<file path="src/rtl/instr_issue_sequencer.sv">
// Issues a buffered instruction program over the load/s/w handshake to the instruction controller.
// Optional build macro SEQ_TIMEOUT_EN adds a handshake watchdog that sets a sticky error flag.
module instr_issue_sequencer #(
    parameter int unsigned DEPTH   = 16,
    parameter int unsigned AW      = 4,
    parameter int unsigned TIMEOUT = 32
) (
    input  logic          clk,
    input  logic          reset,
    input  logic          prog_we,
    input  logic [AW-1:0] prog_addr,
    input  logic [15:0]   prog_data,
    input  logic [AW:0]   prog_len,
    input  logic          start,
    input  logic          w,
    output logic [15:0]   instr,
    output logic          load,
    output logic          s,
    output logic [AW-1:0] pc,
    output logic          busy,
    output logic          done,
    output logic          error
);

    typedef enum logic [2:0] {
        S_IDLE,
        S_FETCH,
        S_LOAD,
        S_ISSUE,
        S_WAIT_ACK,
        S_WAIT_DONE,
        S_FINISH
    } state_t;

    state_t        state;
    logic [15:0]   mem [DEPTH];
    logic [AW:0]   len;
    logic          last;

`ifdef SEQ_TIMEOUT_EN
    localparam int unsigned CW = $clog2(TIMEOUT + 1);
    logic [CW-1:0] cnt;
    logic          expired;

    assign expired = (cnt == CW'(TIMEOUT - 1));
`else
    logic unused_timeout;

    assign unused_timeout = |TIMEOUT;
`endif

    assign last = ({1'b0, pc} == (len - (AW + 1)'(1)));

    // Program buffer: writable only while idle, never cleared by reset.
    always_ff @(posedge clk) begin
        if (state == S_IDLE && prog_we) begin
            mem[prog_addr] <= prog_data;
        end
    end

    // Sequencer FSM; load, s and done are one-cycle pulses set on state entry.
    always_ff @(posedge clk) begin
        if (reset) begin
            state <= S_IDLE;
            instr <= '0;
            load  <= 1'b0;
            s     <= 1'b0;
            pc    <= '0;
            busy  <= 1'b0;
            done  <= 1'b0;
            error <= 1'b0;
            len   <= '0;
`ifdef SEQ_TIMEOUT_EN
            cnt   <= '0;
`endif
        end else begin
            load <= 1'b0;
            s    <= 1'b0;
            done <= 1'b0;
            case (state)
                S_IDLE: begin
                    if (start) begin
                        error <= 1'b0;
                        busy  <= 1'b1;
                        if (prog_len != '0) begin
                            len   <= prog_len;
                            pc    <= '0;
                            state <= S_FETCH;
                        end else begin
                            done  <= 1'b1;
                            state <= S_FINISH;
                        end
                    end
                end
                S_FETCH: begin
                    instr <= mem[pc];
                    load  <= 1'b1;
                    state <= S_LOAD;
                end
                S_LOAD: begin
                    state <= S_ISSUE;
                end
                S_ISSUE: begin
                    // Only strobe s once the controller reports it is waiting.
                    if (w) begin
                        s     <= 1'b1;
                        state <= S_WAIT_ACK;
`ifdef SEQ_TIMEOUT_EN
                        cnt   <= '0;
`endif
                    end
                end
                S_WAIT_ACK: begin
                    if (!w) begin
                        state <= S_WAIT_DONE;
`ifdef SEQ_TIMEOUT_EN
                        cnt   <= '0;
                    end else if (expired) begin
                        error <= 1'b1;
                        busy  <= 1'b0;
                        state <= S_IDLE;
                    end else begin
                        cnt   <= cnt + CW'(1);
`endif
                    end
                end
                S_WAIT_DONE: begin
                    if (w) begin
                        if (last) begin
                            done  <= 1'b1;
                            state <= S_FINISH;
                        end else begin
                            pc    <= pc + AW'(1);
                            state <= S_FETCH;
                        end
`ifdef SEQ_TIMEOUT_EN
                    end else if (expired) begin
                        error <= 1'b1;
                        busy  <= 1'b0;
                        state <= S_IDLE;
                    end else begin
                        cnt   <= cnt + CW'(1);
`endif
                    end
                end
                S_FINISH: begin
                    busy  <= 1'b0;
                    state <= S_IDLE;
                end
                default: begin
                    busy  <= 1'b0;
                    state <= S_IDLE;
                end
            endcase
        end
    end

endmodule

</file>
<file path="config.mk">
export PLATFORM = sky130hd
export DESIGN_NAME = instr_issue_sequencer
export DESIGN_NICKNAME = d
export VERILOG_FILES = /design/src/rtl/instr_issue_sequencer.sv
export SDC_FILE = /design/constraint.sdc
export NUM_CORES = 1
export LEC_CHECK = 0
export ABC_AREA = 1
export CAP_MARGIN = 20
export CORE_AREA = 2 2 165 167
export CTS_CLUSTER_SIZE = 40
export DETAILED_ROUTE_END_ITERATION = 7
export DIE_AREA = 0 0 167 169
export GPL_ROUTABILITY_DRIVEN = 0
export GPL_TIMING_DRIVEN = 0
export PLACE_DENSITY = 0.71
export SYNTH_ARGS = -nofsm -noshare
export SYNTH_HDL_FRONTEND = slang
export SYNTH_SLANG_ARGS = --single-unit
</file>
<file path="constraint.sdc">
create_clock -name clk -period 4.6 [get_ports clk]
set_input_delay 0.92 -clock clk [delete_from_list [all_inputs] [get_ports clk]]
set_output_delay 0.92 -clock clk [all_outputs]
set_load 0.02 [all_outputs]
</file>
-- Yosys cells after proc, flatten, opt, wreduce, memory -nomap -nowiden
Memories as Yosys holds them, arrays and structs flattened. A register that Yosys moved wholly into a read port is not among the register bits.
Cells that the tools add are included.
- add/subtract/negate cells: 2
- multipliers: 0
- divide/modulo/power cells: 0
- order comparisons: 0
- equality and inequality tests: 12
- shift operators: 0
- muxes and demuxes: 23
- bitwise gates (word level): 2
- reduce and logical (&&, ||, !) cells: 10
- operator list (kind ; number):
    3-bit 2-to-1 mux ; 6
    3-bit case mux with 6 select lines ; 1
    4-bit 2-to-1 mux ; 4
    2-bit inequality test, second input constant ; 5
    1-bit 2-to-1 mux ; 9
    4-bit case mux with 2 select lines ; 1
    3-bit by 2-bit == test with 1-bit output, second input constant ; 2
    3-bit == test, second input constant ; 2
    4-bit by 5-bit == test with 1-bit output ; 1
    5-bit AND reduction ; 1
    5-bit nonzero test ; 1
    5-bit OR reduction ; 1
    5-bit by 1-bit subtractor with 5-bit output, second input constant ; 1
    4-bit by 1-bit adder with 4-bit output, second input constant ; 1
    1-bit case mux with 2 select lines ; 2
    4-bit AND reduction ; 1
    3-bit by 1-bit == test with 1-bit output, second input constant ; 1
    3-bit logical NOT ; 1
    3-bit AND reduction ; 1
    2-bit by 1-bit inequality test with 1-bit output, second input constant ; 1
    1-bit inverter ; 2
    2-bit AND reduction ; 1
    2-bit nonzero test ; 1
    2-bit OR reduction ; 1
    1-bit logical AND ; 1
- register bits after elaboration: 16
- bits in latches: 0
- bits in writable memories: 256
- memory bits (read-only): 0
- input bits: 30
- logic and storage cells: 57
- memories: 1
- memory list (memory ; words ; width ; read ports ; clocked after Yosys merged registers in ; write ports ; RTL line ; text):
    mem ; 16 ; 16 ; 1 ; 1 ; 1 ; 36 ; logic [15:0] mem [DEPTH];

-- Longest topological paths before layout
Gate-level depths: netlist of run 1.
- depth in word-level cells: 5
- gate-level depth with buffers: 13
- mapped depth without buffers: 13

-- Worst setup path after synthesis of run 1
Ideal clock, no wire load.
- path kind: input to register
- start point: input port prog_we
- end point: memory mem[0][0], enable pin
- data arrival time: 1.990 ns
- required time: 4.212 ns
- slack: 2.221 ns
- cell stages on the path: 4
- buffers on the path: 0
- cell sequence: inv_1 > nor2_1 > nand3_1 > nor2_1
- longest elaborated chain between the ends: 3
- ends and longest elaborated chain (element ; RTL line ; text):
    start, declared ; 10 ; input logic prog_we,
    1-bit logical AND ; 56 ; if (state == S_IDLE && prog_we) begin
    1-bit 2-to-1 mux ; 56 ;
    1-bit 2-to-1 mux (implied by the code) ; 57 ; mem[prog_addr] <= prog_data;
    end, declared ; 36 ;
No other way between the ends.

-- Worst setup path after layout of run 1
- start point: input port prog_we
- end point: memory mem[2][11], enable pin
The elaborated chain is that of the path after synthesis.

==> summary.md, run 1 <==
| Metric | Value |
|---|---|
| TritonCTS clock tree | done |
| DR WL/cell | 21.4 um |
| DRT antenna net count | 0 |
| Crit end category | register |
| Setup TNS | 0 ps |
| Synth top area cells | edfxtp_1 (65%), nor2_1 (5.6%), dfxtp_1 (5.4%) |
| Resize count post-CTS | 0 |
| Initial Utilization | 0.445 |
| Crit path required time | 4770 ps |
| Die Ht | 169 um |
| Row Count | 60 |
| Crit path from | prog_we |
| Critical path's top delay family | simple AND/OR/NAND/NOR gates |
| Total global routing overflow | 0 |
| Syn. warnings | 0 |
| Post-synth EDFFs | 256 |
| Cell taking the most area after synthesis | edfxtp_1 |
| Fraction of layout cells with a size suffix above 1 | 0.143 |
| Pre-CTS setup slack | 1090 ps |
| Gr usage total | 0.214 |
| Avg Cell Area, Syn | 12.0 um2 |
| DRT Pass-1 Iters | 5 |
| Startpoint Class | primary input |
| Top post-synthesis cells by count | edfxtp_1 (256), nor2_1 (176), o21ai_0 (90) |
| Sink Count | 288 |
| CTS hold repair buffers | 0 |
| Clk root buf | clkbuf_16 |
| Vias | approximately 8100 |
| Bufs and invs on worst path | 2 |
| Post-DP HPWL | 20600 um |
| WP data arrival | 3220 ps |
| Antenna diodes | 0 |
| Fin cells | 1442 |
| Vias in the first global route | ~7500 |
| Layout area overhead | 17.0% |
| DRT iter0 DRCs | 1030 |
| P_leak | 4.55 nW |
| Critical Path Max Stage Delay | approximately 870 ps |
| Number of post-CTS setup repair buffers | 0 |
| Slew @ Worst Pin | 1020 ps |
| DRT Wirelength | 30800 um |
| Nets | 1111 |
| Tmin final | 3050 ps |
| CTS Buf Count | 29 |
| Most used DFF post-synth | edfxtp_1 |
| DR vias/cell | 5.61 |
| Count leader, synth | edfxtp_1 |
| Period utilization | 0.662 |
| Final hold violations | 0 |
| Clock Skew | roughly 26 ps |
| Core box area | 26500 um2 |
| Worst path cell trace | clkdlybuf4s50_1 -> inv_1 -> nor2_1 -> nand3_1 -> nor2_2 |
| Final core utilization | 0.521 |
| Die area | 28200 um2 |
| # DRC | 0 |
| I/O pins | 55 |
| Cells after DPL | about 1400 |
| Worst Hold Launch | busy$_SDFFE_PP0P_ |
| Hold WC Path Type | register to register |
| First-pass GRT wire length | 45400 um |
| Peak VDD IR | about 270 uV |
| Clk buf depth | 3 |
| Mapped Area | 11800 um2 |
| Die W | approximately 170 um |
| Asr flop ratio synth | 0 |
| Cells after Synth | about 980 |
| Yosys reg bits | 288 |
| Seq/Total Area, Yosys | 0.706 |
| Largest net degree at the start of global routing | 17 |
| Clock Latency Late Sink | 550 ps |
| Peak Freq | roughly 330 MHz |
| Crit Path Class | primary input to register |
| Final instance area | 13800 um2 |
| Clk pin slew, worst setup/hold paths | ~60 ps |
| Setup ws final | between 1500 and 2000 ps |
| Status | finished, final reports clean |
| Power per Cell Area | 397 nW/um2 |
| Crit-path max FO | 16 |
| Initial antenna violation count | 0 |
| Yosys top cell area share | 0.651 |
| Dpl cell area | 13000 um2 |
| Yosys cell types | 31 |
| RSZ-0062 raised after global routing | no |
| Final setup violation count | 0 |
| Syn_nets | 1015 |
| Worst rel slew slack | 0.320 |
| Port bufs | between 50 and 60 |
| CTS H-tree depth | 1 |
| Slowest CP cell | nor2_2 |
| Max-slew violations | 0 |
| R2r startpoint | state[1]$_SDFFE_PP0P_ |
| Max Cap Violations | 0 |
## layout by cell type (no fill, tap or decap), types with 2 or more instances in the layout
cell / count
clkbuf_1: 28
nand3_1: 63
a21oi_1: 16
inv_1: 34
o21ai_1: 46
buf_6: 9
buf_8: 10
o21ai_0: 90
buf_2: 18
o21a_1: 16
buf_4: 9
xnor2_1: 2
nor3_1: 6
buf_1: 4
nor2_1: 161
nand2_1: 53
clkdlybuf4s50_1: 53
o211ai_1: 64
dfxtp_1: 32
nand4_1: 3
clkinv_1: 10
inv_2: 10
edfxtp_1: 256
nor2_2: 61
clkinvlp_4: 2
clkinv_2: 5
clkbuf_16: 29
ha_1: 2
## tightest hold or removal path: cells and delay by family (launching register included)
family	cells	cell delay (ps)
flops	1	310
compound gates	2	130
## flip-flops by register name, indices dropped and copies added, names as in the netlist
signal,cells
load,1
pc,4
state,3
busy,1
s,1
mem,256
instr,16
len,5
done,1
## area by class of cell
cell class	instances	area, um2
Buffer	59	330
Clock buffer	36	752
Clock inverter	17	82.6
Fill cell	2141	12700
Inverter	45	169
Multi-Input combinational cell	591	3010
Sequential cell	288	8330
Tap cell	341	427
Timing Repair Buffer	65	703
## worst paths after layout
| check | cells past startpoint | slack, ps | endpoint |
|---|---|---|---|
| worst min register to register | 2 | 490 | busy$_SDFFE_PP0P_ |
| worst max register to register | 5 | 1740 | mem[2][11]$_DFFE_PP_ |
| worst max-delay path | 5 | 1550 | mem[2][11]$_DFFE_PP_ |
| worst min-delay path | 2 | 490 | busy$_SDFFE_PP0P_ |
## per-stage QoR
step	total power [mW]	hold WS (ps)
6_report	5.48	489
2_1_floorplan	3.24	451
3_5_place_dp	3.45	484
4_1_cts	5.49	492
3_3_place_gp	3.43	468
5_1_grt	5.64	525
## layer usage
metal / share of wire / vias to the layer above / wire, um / GRT usage
met3: 0.10 / 66 / 3110 / 0.0397
met1: 0.42 / 3885 / 12800 / 0.304
li1: - / 3714 / - / -
met5: 0 / - / 0 / 0
met4: 0.049 / 0 / 1500 / 0.106
met2: 0.43 / 418 / 13400 / 0.320
## logic make-up (layout without fill, tap and decap cells)
logic type / after synthesis / count (layout) / synth area share
XOR/XNOR: 3 / 3 / 0.00223
adder cells (fa/ha/maj): 2 / 2 / 0.00212
other: 1 / 1 / 0.000318
AND/OR/NAND/NOR: 352 / 352 / 0.131
flip-flops: 288 / 288 / 0.706
AO/OA/AOI/OAI: 233 / 233 / 0.116
buffers and inverters: 104 / 222 / 0.0423
## power by group
group	internal (mW)	switching [mW]
Clock	1.15	0.936
Combinational	0.160	0.274
Sequential	2.93	0.0373
Total	4.24	1.25
No activity file was read; power rests on OpenSTA's default activity.
==> inputs of run 2 (changes only) <==
clock period = 3.2 ns   (was 4.6 ns; I/O delays follow)
==> results of run 2 <==
Same layout as run 1 (identical final DEF). Status: finished, final reports clean.
Among the figures that moved: setup slack after placement 1090 ps -> -32.5 ps; setup slack after layout 1550 ps -> 338 ps; start point of the critical path prog_we -> state[1]$_SDFFE_PP0P_; register-to-register setup slack 1740 ps -> 340 ps; total power 5.48 mW -> 7.88 mW; worst IR drop on VDD 272 uV -> 390 uV
